==> src/rtl/sd_block_arbiter.sv <==
// Round-robin arbiter multiplexing NCH emulated block devices onto the shared
// sd_rd/sd_wr/sd_ack sector interface, with mount gating and request timeout.
module sd_block_arbiter #(
  parameter int NCH     = 4,
  parameter int SECW    = 16,
  parameter int LBAW    = 32,
  parameter int TIMEOUT = 0
) (
  input  logic               clk_sys,
  input  logic               reset_n,
  input  logic [NCH-1:0]     ch_read,
  input  logic [NCH-1:0]     ch_write,
  input  logic [NCH*SECW-1:0] ch_sector,
  input  logic [NCH-1:0]     img_mounted,
  input  logic               img_size_nz,
  input  logic               img_readonly,
  input  logic [NCH-1:0]     sd_ack,
  output logic [NCH-1:0]     sd_rd,
  output logic [NCH-1:0]     sd_wr,
  output logic [LBAW-1:0]    sd_lba,
  output logic [NCH-1:0]     ch_wait,
  output logic [NCH-1:0]     ch_done,
  output logic [NCH-1:0]     ch_error,
  output logic [NCH-1:0]     ch_mounted,
  output logic [NCH-1:0]     ch_protect
);

  typedef enum logic [1:0] {IDLE, REQ, XFER, DONE} state_t;

  localparam int IW = (NCH > 1) ? $clog2(NCH) : 1;
  localparam int TW = (TIMEOUT > 0) ? $clog2(TIMEOUT + 1) : 1;
  localparam logic [TW-1:0] TLIM = TW'((TIMEOUT > 0) ? TIMEOUT - 1 : 0);
  localparam logic [IW-1:0] LAST = IW'(NCH - 1);

  state_t            state_q, state_d;
  logic [IW-1:0]     gnt_q, gnt_d;
  logic              gnt_wr_q, gnt_wr_d;
  logic [IW-1:0]     rr_q, rr_d;
  logic [TW-1:0]     tcnt_q, tcnt_d;
  logic [NCH-1:0]    rd_pend_q, rd_pend_d;
  logic [NCH-1:0]    wr_pend_q, wr_pend_d;
  logic [NCH-1:0]    wait_q, wait_d;
  logic [NCH-1:0]    done_q, done_d;
  logic [NCH-1:0]    err_q, err_d;
  logic [NCH-1:0]    mounted_q, mounted_d;
  logic [NCH-1:0]    protect_q, protect_d;
  logic [NCH-1:0]    ack_q;
  logic [NCH-1:0]    sd_rd_q, sd_rd_d;
  logic [NCH-1:0]    sd_wr_q, sd_wr_d;
  logic [LBAW-1:0]   lba_q, lba_d;
  logic [SECW-1:0]   sec_q [NCH];
  logic [SECW-1:0]   sec_d [NCH];

  logic [NCH-1:0]    rd_ok, wr_ok, gate_err, rd_clr, wr_clr, abort_d;
  logic              ack_rise, ack_fall, found;
  logic [IW-1:0]     g_sel;

  // Rotating search: first pending channel at or after the rr pointer.
  always_comb begin
    int            idx;
    logic [IW-1:0] idx_l;
    found = 1'b0;
    g_sel = '0;
    for (int k = 0; k < NCH; k++) begin
      idx = int'(rr_q) + k;
      if (idx >= NCH) idx = idx - NCH;
      idx_l = IW'(idx);
      if (!found && (rd_pend_q[idx_l] || wr_pend_q[idx_l])) begin
        found = 1'b1;
        g_sel = idx_l;
      end
    end
  end

  always_comb begin
    state_d   = state_q;
    gnt_d     = gnt_q;
    gnt_wr_d  = gnt_wr_q;
    rr_d      = rr_q;
    tcnt_d    = tcnt_q;
    sd_rd_d   = sd_rd_q;
    sd_wr_d   = sd_wr_q;
    lba_d     = lba_q;
    done_d    = '0;
    abort_d   = '0;
    rd_clr    = '0;
    wr_clr    = '0;
    mounted_d = mounted_q;
    protect_d = protect_q;
    sec_d     = sec_q;

    ack_rise = sd_ack[gnt_q] & ~ack_q[gnt_q];
    ack_fall = ~sd_ack[gnt_q] & ack_q[gnt_q];

    for (int i = 0; i < NCH; i++) begin
      if (img_mounted[i]) begin
        mounted_d[i] = img_size_nz;
        protect_d[i] = img_readonly;
      end
    end

    // Strobes on unmounted (or protected, for writes) channels are refused outright.
    rd_ok    = ch_read & mounted_q;
    wr_ok    = ch_write & mounted_q & ~protect_q;
    gate_err = (ch_read & ~rd_ok) | (ch_write & ~wr_ok);
    for (int i = 0; i < NCH; i++) begin
      if (rd_ok[i] || wr_ok[i]) sec_d[i] = ch_sector[i*SECW +: SECW];
    end

    case (state_q)
      IDLE: begin
        if (found) begin
          state_d  = REQ;
          gnt_d    = g_sel;
          gnt_wr_d = ~rd_pend_q[g_sel];
          tcnt_d   = '0;
          lba_d    = LBAW'(sec_q[g_sel]);
          if (rd_pend_q[g_sel]) sd_rd_d[g_sel] = 1'b1;
          else                  sd_wr_d[g_sel] = 1'b1;
        end
      end
      REQ: begin
        if (ack_rise) begin
          if (gnt_wr_q) wr_clr[gnt_q] = 1'b1;
          else          rd_clr[gnt_q] = 1'b1;
          sd_rd_d = '0;
          sd_wr_d = '0;
          state_d = XFER;
        end else if ((TIMEOUT > 0) && (tcnt_q == TLIM)) begin
          if (gnt_wr_q) wr_clr[gnt_q] = 1'b1;
          else          rd_clr[gnt_q] = 1'b1;
          sd_rd_d         = '0;
          sd_wr_d         = '0;
          abort_d[gnt_q]  = 1'b1;
          state_d         = IDLE;
        end else if (tcnt_q != '1) begin
          tcnt_d = tcnt_q + 1'b1;
        end
      end
      XFER: begin
        if (ack_fall) state_d = DONE;
      end
      DONE: begin
        done_d[gnt_q] = 1'b1;
        rr_d          = (gnt_q == LAST) ? '0 : gnt_q + 1'b1;
        state_d       = IDLE;
      end
      default: state_d = IDLE;
    endcase

    // A new strobe beats a same-cycle clear of its pending bit.
    rd_pend_d = (rd_pend_q & ~rd_clr) | rd_ok;
    wr_pend_d = (wr_pend_q & ~wr_clr) | wr_ok;
    wait_d    = rd_pend_d | wr_pend_d | (wait_q & ~(done_d | abort_d));
    err_d     = gate_err | abort_d;
  end

  always_ff @(posedge clk_sys or negedge reset_n) begin
    if (!reset_n) begin
      state_q   <= IDLE;
      gnt_q     <= '0;
      gnt_wr_q  <= 1'b0;
      rr_q      <= '0;
      tcnt_q    <= '0;
      rd_pend_q <= '0;
      wr_pend_q <= '0;
      wait_q    <= '0;
      done_q    <= '0;
      err_q     <= '0;
      mounted_q <= '0;
      protect_q <= '0;
      ack_q     <= '0;
      sd_rd_q   <= '0;
      sd_wr_q   <= '0;
      lba_q     <= '0;
      for (int i = 0; i < NCH; i++) sec_q[i] <= '0;
    end else begin
      state_q   <= state_d;
      gnt_q     <= gnt_d;
      gnt_wr_q  <= gnt_wr_d;
      rr_q      <= rr_d;
      tcnt_q    <= tcnt_d;
      rd_pend_q <= rd_pend_d;
      wr_pend_q <= wr_pend_d;
      wait_q    <= wait_d;
      done_q    <= done_d;
      err_q     <= err_d;
      mounted_q <= mounted_d;
      protect_q <= protect_d;
      ack_q     <= sd_ack;
      sd_rd_q   <= sd_rd_d;
      sd_wr_q   <= sd_wr_d;
      lba_q     <= lba_d;
      sec_q     <= sec_d;
    end
  end

  assign sd_rd      = sd_rd_q;
  assign sd_wr      = sd_wr_q;
  assign sd_lba     = lba_q;
  assign ch_wait    = wait_q;
  assign ch_done    = done_q;
  assign ch_error   = err_q;
  assign ch_mounted = mounted_q;
  assign ch_protect = protect_q;

endmodule

==> config.mk <==
export PLATFORM = sky130hd
export DESIGN_NAME = sd_block_arbiter
export DESIGN_NICKNAME = d
export VERILOG_FILES = /design/src/rtl/sd_block_arbiter.sv
export SDC_FILE = /design/constraint.sdc
export NUM_CORES = 1
export LEC_CHECK = 0
export ABC_AREA = 1
export BUFFER_PORTS_ARGS = -buffer_cell sky130_fd_sc_hd__buf_2
export CAP_MARGIN = 20
export CORE_MARGIN = 2
export CORE_UTILIZATION = 39
export CTS_BUF_LIST = sky130_fd_sc_hd__clkbuf_8 sky130_fd_sc_hd__clkbuf_16
export CTS_CLUSTER_SIZE = 30
export DETAILED_ROUTE_END_ITERATION = 10
export PLACE_DENSITY_LB_ADDON = 0.08
export SYNTH_ARGS = -nofsm -noshare
export SYNTH_HDL_FRONTEND = slang
export SYNTH_SLANG_ARGS = --single-unit
==> constraint.sdc <==
create_clock -name clk_sys -period 2.12 [get_ports clk_sys]
set_clock_uncertainty 0.15 [all_clocks]
set_input_delay 0.106 -clock clk_sys [delete_from_list [all_inputs] [get_ports clk_sys]]
set_output_delay 0.106 -clock clk_sys [all_outputs]
set_load 0.02 [all_outputs]
# Word-level counts from Yosys, hierarchy flattened
# Index checks and enable logic that the tools add are counted.
# word_totals
input_bits,84
register_bits,127
wordCells,164
# classes
bitwise_logic,27
reduce_logical,22
n_addsub,8
n_mux,60
order_cmp,13
n_eq_ne,9
# ops
op,n
$mux 4,12
$and 4x4->4,8
$bmux 16 s2,1
$mux 16,2
$or 4x4->4,7
$mux 2,12
$not 4->4,6
$bmux 1 s2,11
$lt 2x3->1 const B,6
$mux 1,17
$pmux 4 s2,2
$ge 3x3->1 const B,4
$ne 2x2->1 const B,5
$logic_or 1x1->1,8
$pmux 2 s4,1
$reduce_and 4->1,2
$sub 2x1->2 const B,4
$add 2x2->3 const B,2
$eq 2x2->1 const B,3
$logic_and 1x1->1,5
$demux 1 s2,2
$ge 2x1->1 const B,2
$add 2x1->3 const B,1
$ge 2x3->1 const B,1
10 further kinds,15

# Longest topological paths before layout
# depth
depth_word,23
mapped_depth,20

# Worst setup path after synthesis
# OpenSTA, ideal clock, no wires.
# synth_timing
path_type,reg2reg
start,register rr_q[0]
end,register lba_q[5] (netlist: sd_lba[5])
arrival_ps,1821
setup_slack_ps,33
setup_time_ps,116
stages_incl_launch_ff,20
path_buffers,3
path_cell_list,dfrtp_1 -> inv_2 -> buf_6 -> nand2_1 -> nand2_2 -> nand3_2 -> nand2_4 -> inv_2 -> nand2_1 -> nand3_2 -> nand3_2 -> buf_12 -> inv_4 -> nand2_4 -> inv_4 -> buf_12 -> nand2_2 -> nand3_2 -> nand2_1 -> nand2_1
# synth_between
elab_chain_cells,19
elab_cells_between_ends,54
cone_classes,add/sub: 7; order compare: 4; mux: 31; bitwise: 1; reduce/logical: 11
# synth_rtl
element,line_no,source
start: declaration,38,"logic [IW-1:0] rr_q, rr_d;"
start signal: assignment,181,rr_q <= rr_d;
"parallel branches: the longest is 19 deep, another holds $add 2x1->3",-,
end signal: assignment,193,lba_q <= lba_d;
end: declaration,50,"logic [LBAW-1:0] lba_q, lba_d;"
# Several ways; the timed one is not identified. The select of a mux whose other input is x is not followed.
# A chain may end at the register's enable or synchronous reset.

# Worst setup path after layout
# layout_timing
start,register rr_q[0]
end,register sd_wr_q[1] (netlist: sd_wr[1])
# layout_between
elab_chain_cells,23
elab_cells_between_ends,63
cone_classes,add/sub: 7; order compare: 6; eq/ne: 2; mux: 35; bitwise: 1; reduce/logical: 12
# layout_rtl
element,line_no,source
"parallel branches: the longest is 23 deep, another holds $add 2x1->3",-,
end signal: assignment,192,sd_wr_q <= sd_wr_d;
end: declaration,49,"logic [NCH-1:0] sd_wr_q, sd_wr_d;"
# Several ways; the timed one is not identified. The select of a mux whose other input is x is not followed.

==> results.yml <==
logic_synthesis:
  synth_area_per_cell_um2: 9.23
  synth.ff_latch_count: 127
  ys_types: 34
  synthesis.area_um2: 6230
  synth-seq-area-share_pct: 51.0
  synth_cells: 675
  yosysWarnings: 0
layout:
  final_cell_mix: "nand2_1, buf_2, dfrtp_1"
  fin_nets: 1053
  multiInputGateArea_um2: 2880
  seqCellArea_um2: 3180
  area_delta_synth_final_pct: 50.4
  fin_cells: 1189
  n_antenna_cell: 0
  mostFrequentLayoutCell: "nand2_1"
  largest_register_ffs: 64
  fin_util_pct: 59.4
  drive_gt1_share_pct: 41.4
  nFillCells: 1367
  largest-register: "sec_q"
worst_setup_path:
  worstPathArrival_ps: 2570
  start_kind: "flop"
  cp.required_ps: 2270
  cp-end-kind: "flop"
  crit_type: "flop to flop"
  critPathMaxFanout: 7
timing:
  drv_slew: 0
  setup_viol: 26
  rsz0062_at_grt: "yes"
  hold_ws_ps: 28.9
  fin_crit_sh_pct: 114
  fmaxAchievable_mhz: 415
  hold_viol_final: 0
  min_period_ps: 2410
  setup_slack_ps: -292
die:
  row_count: 46
  core-area_um2: 15800
  fp.dieH_um: 130
  die_width_um: 130
  initial_utilization_pct: 39.5
  io_pins: 144
  die-area_um2: 17000
cts:
  cts_root_buf: "clkbuf_16"
  clkLatencyLatePin_ps: 430
  path_clk_slew_ps: 60
  cts_buffer_depth: 2
  cts_made_buffers: 17
  cts_tree: "done"
  cts_num_sinks: 127
  htree_levels: 4
drt:
  drtPass1Iterations: 5
  first_iter_violations: 198
  viasPerCell: 4.68
  num_vias: 5561
  remaining_drc_errors: 0
  wl_per_cell_um: 15.1
  ant_nets: 0
  finalWirelength_um: 18000
hold_path:
  min_path_type: "input pin to async pin"
grt:
  grt_pass1_vias: 5561
  grt.overflow.total: 0
  grt_max_degree: 44
  grt_pass1_wl_um: 28200
  antenna_found_initial: 0
  grt_usage_pct: 21.9
place:
  dp_hpwl_um: 12200
  io_buffers: 127
  place.gp.congestion: 0.855
  dp_cells: 1043
run_status:
  violations: "negative setup slack"
  status: "finished, violations left"
pwr:
  power_leakage_nw: 4.64
  irDropWorstVdd_mv: 0.911
  power_density_nw_per_um2: 1540
flow_run:
  maxCapViolCount: 0
path summary, 6_finish.rpt:
| path | from | cells past startpoint | slack (ps) | endpoint |
|---|---|---|---|---|
| worst max register to register | rr_q[0]$_DFFE_PN0N_ | 19 | -290 | sd_wr[1]$_DFFE_PN0P_ |
| worst min register to register | sd_lba[6]$_DFFE_PN0P_ | 2 | 330 | sd_lba[6]$_DFFE_PN0P_ |
| worst min-delay path | reset_n | 2 | 30 | ch_done[1]$_DFF_PN0_ |
| worst max-delay path | rr_q[0]$_DFFE_PN0N_ | 19 | -290 | sd_wr[1]$_DFFE_PN0P_ |
| max in group asynchronous | reset_n | 3 | 1060 | sec_q[59]$_DFFE_PN0P_ |
| min in group clk_sys | ch_write[2] | 6 | 130 | wr_pend_q[2]$_DFF_PN0_ |
logic make-up after synthesis:
group	share of synthesized area [%]
buffers and inverters	8.13
adders and majority gates	1.81
other	0.0602
AOI/OAI and AO/OA	6.23
muxes	9.40
DFF	51.0
and+or+nand+nor	23.4
layer usage:
metal  wire [µm]  part of all wire (%)  track usage (%)
met1        8190                    46             29.5
met2        8810                    49             35.7
met3         741                   4.1             3.91
met4         224                   1.2             7.95
met5           0                     0                0
metrics by stage:
step | power, W | setup slack (ps) | instance area (µm²) | setup TNS, ps
after floorplan | 0.00762 | 32.6 | 6290 | 0
after global placement | 0.00933 | -178 | 7310 | -3370
after detailed placement | 0.00941 | -237 | 7310 | -4410
after CTS | 0.0133 | -199 | 9020 | -4250
after global routing | 0.0154 | -395 | 9370 | -9630
final | 0.0144 | -292 | 9370 | -5910
area by class of cell:
class                   instances  share of cell area (%)
repair inverters                2                   0.147
inverters                      57                    2.50
repair buffers                286                    23.9
well taps                     216                    2.88
clock buffers                  18                    4.69
flip-flops and latches        127                    34.0
clock inverters                14                    1.26
multi-input cells             469                    30.7
critical path: stages, from the launching register on:
cell	delay [ps]
dfrtp_2	440
inv_4	80
buf_6	140
nand2_2	50
nand2_2	50
nand2_2	60
nand2_2	60
nor2_4	180
nand3_4	100
buf_4	150
nor2_1	80
nand2_1	90
nand2_4	100
buf_6	140
nor2_4	40
buf_4	150
nor2_1	80
nor2_1	40
nand3_1	70
nand2_1	50
timing repair:
item                                   CTS  global route
gates resized for setup                 46            77
hold buffers                            86             0
setup endpoints to repair               26            37
endpoints found under the hold margin  215             0
setup buffers                           14             9
gates cloned                             5             1
pin swaps                               11            42
synthesized netlist by cell type:
| master | number | share of area [%] |
|---|---|---|
| a21oi_1 | 12 | 0.96 |
| a21oi_2 | 1 | 0.14 |
| a32o_1 | 1 | 0.16 |
| buf_12 | 2 | 0.64 |
| buf_2 | 3 | 0.24 |
| buf_4 | 19 | 2.3 |
| buf_6 | 4 | 0.72 |
| buf_8 | 1 | 0.24 |
| clkbuf_1 | 8 | 0.48 |
| clkinv_1 | 1 | 0.060 |
| conb_1 | 1 | 0.060 |
| dfrtp_1 | 127 | 51 |
| ha_1 | 9 | 1.8 |
| inv_1 | 49 | 3.0 |
| inv_2 | 5 | 0.30 |
| inv_4 | 2 | 0.20 |
| mux2_2 | 52 | 9.4 |
| nand2_1 | 219 | 13 |
| nand2_2 | 19 | 1.9 |
| nand2_4 | 4 | 0.72 |
| nand3_1 | 23 | 1.8 |
| nand3_2 | 17 | 2.7 |
| nand4_1 | 2 | 0.20 |
| nand4_2 | 1 | 0.20 |
| nor2_1 | 24 | 1.4 |
| nor2_2 | 1 | 0.10 |
| nor2_4 | 3 | 0.54 |
| nor3_1 | 6 | 0.48 |
| o211ai_1 | 1 | 0.12 |
| o21a_1 | 1 | 0.12 |
| o21ai_0 | 50 | 4.0 |
| o21ai_1 | 4 | 0.32 |
| o21ai_2 | 2 | 0.28 |
| o22ai_1 | 1 | 0.10 |
power breakdown:
group | internal (W) | switching [W] | total, W
clock network | 0.00163 | 0.00112 | 0.00276
logic | 0.00361 | 0.00450 | 0.00811
registers | 0.00307 | 0.000488 | 0.00356
(Power assumes the default switching activity.)
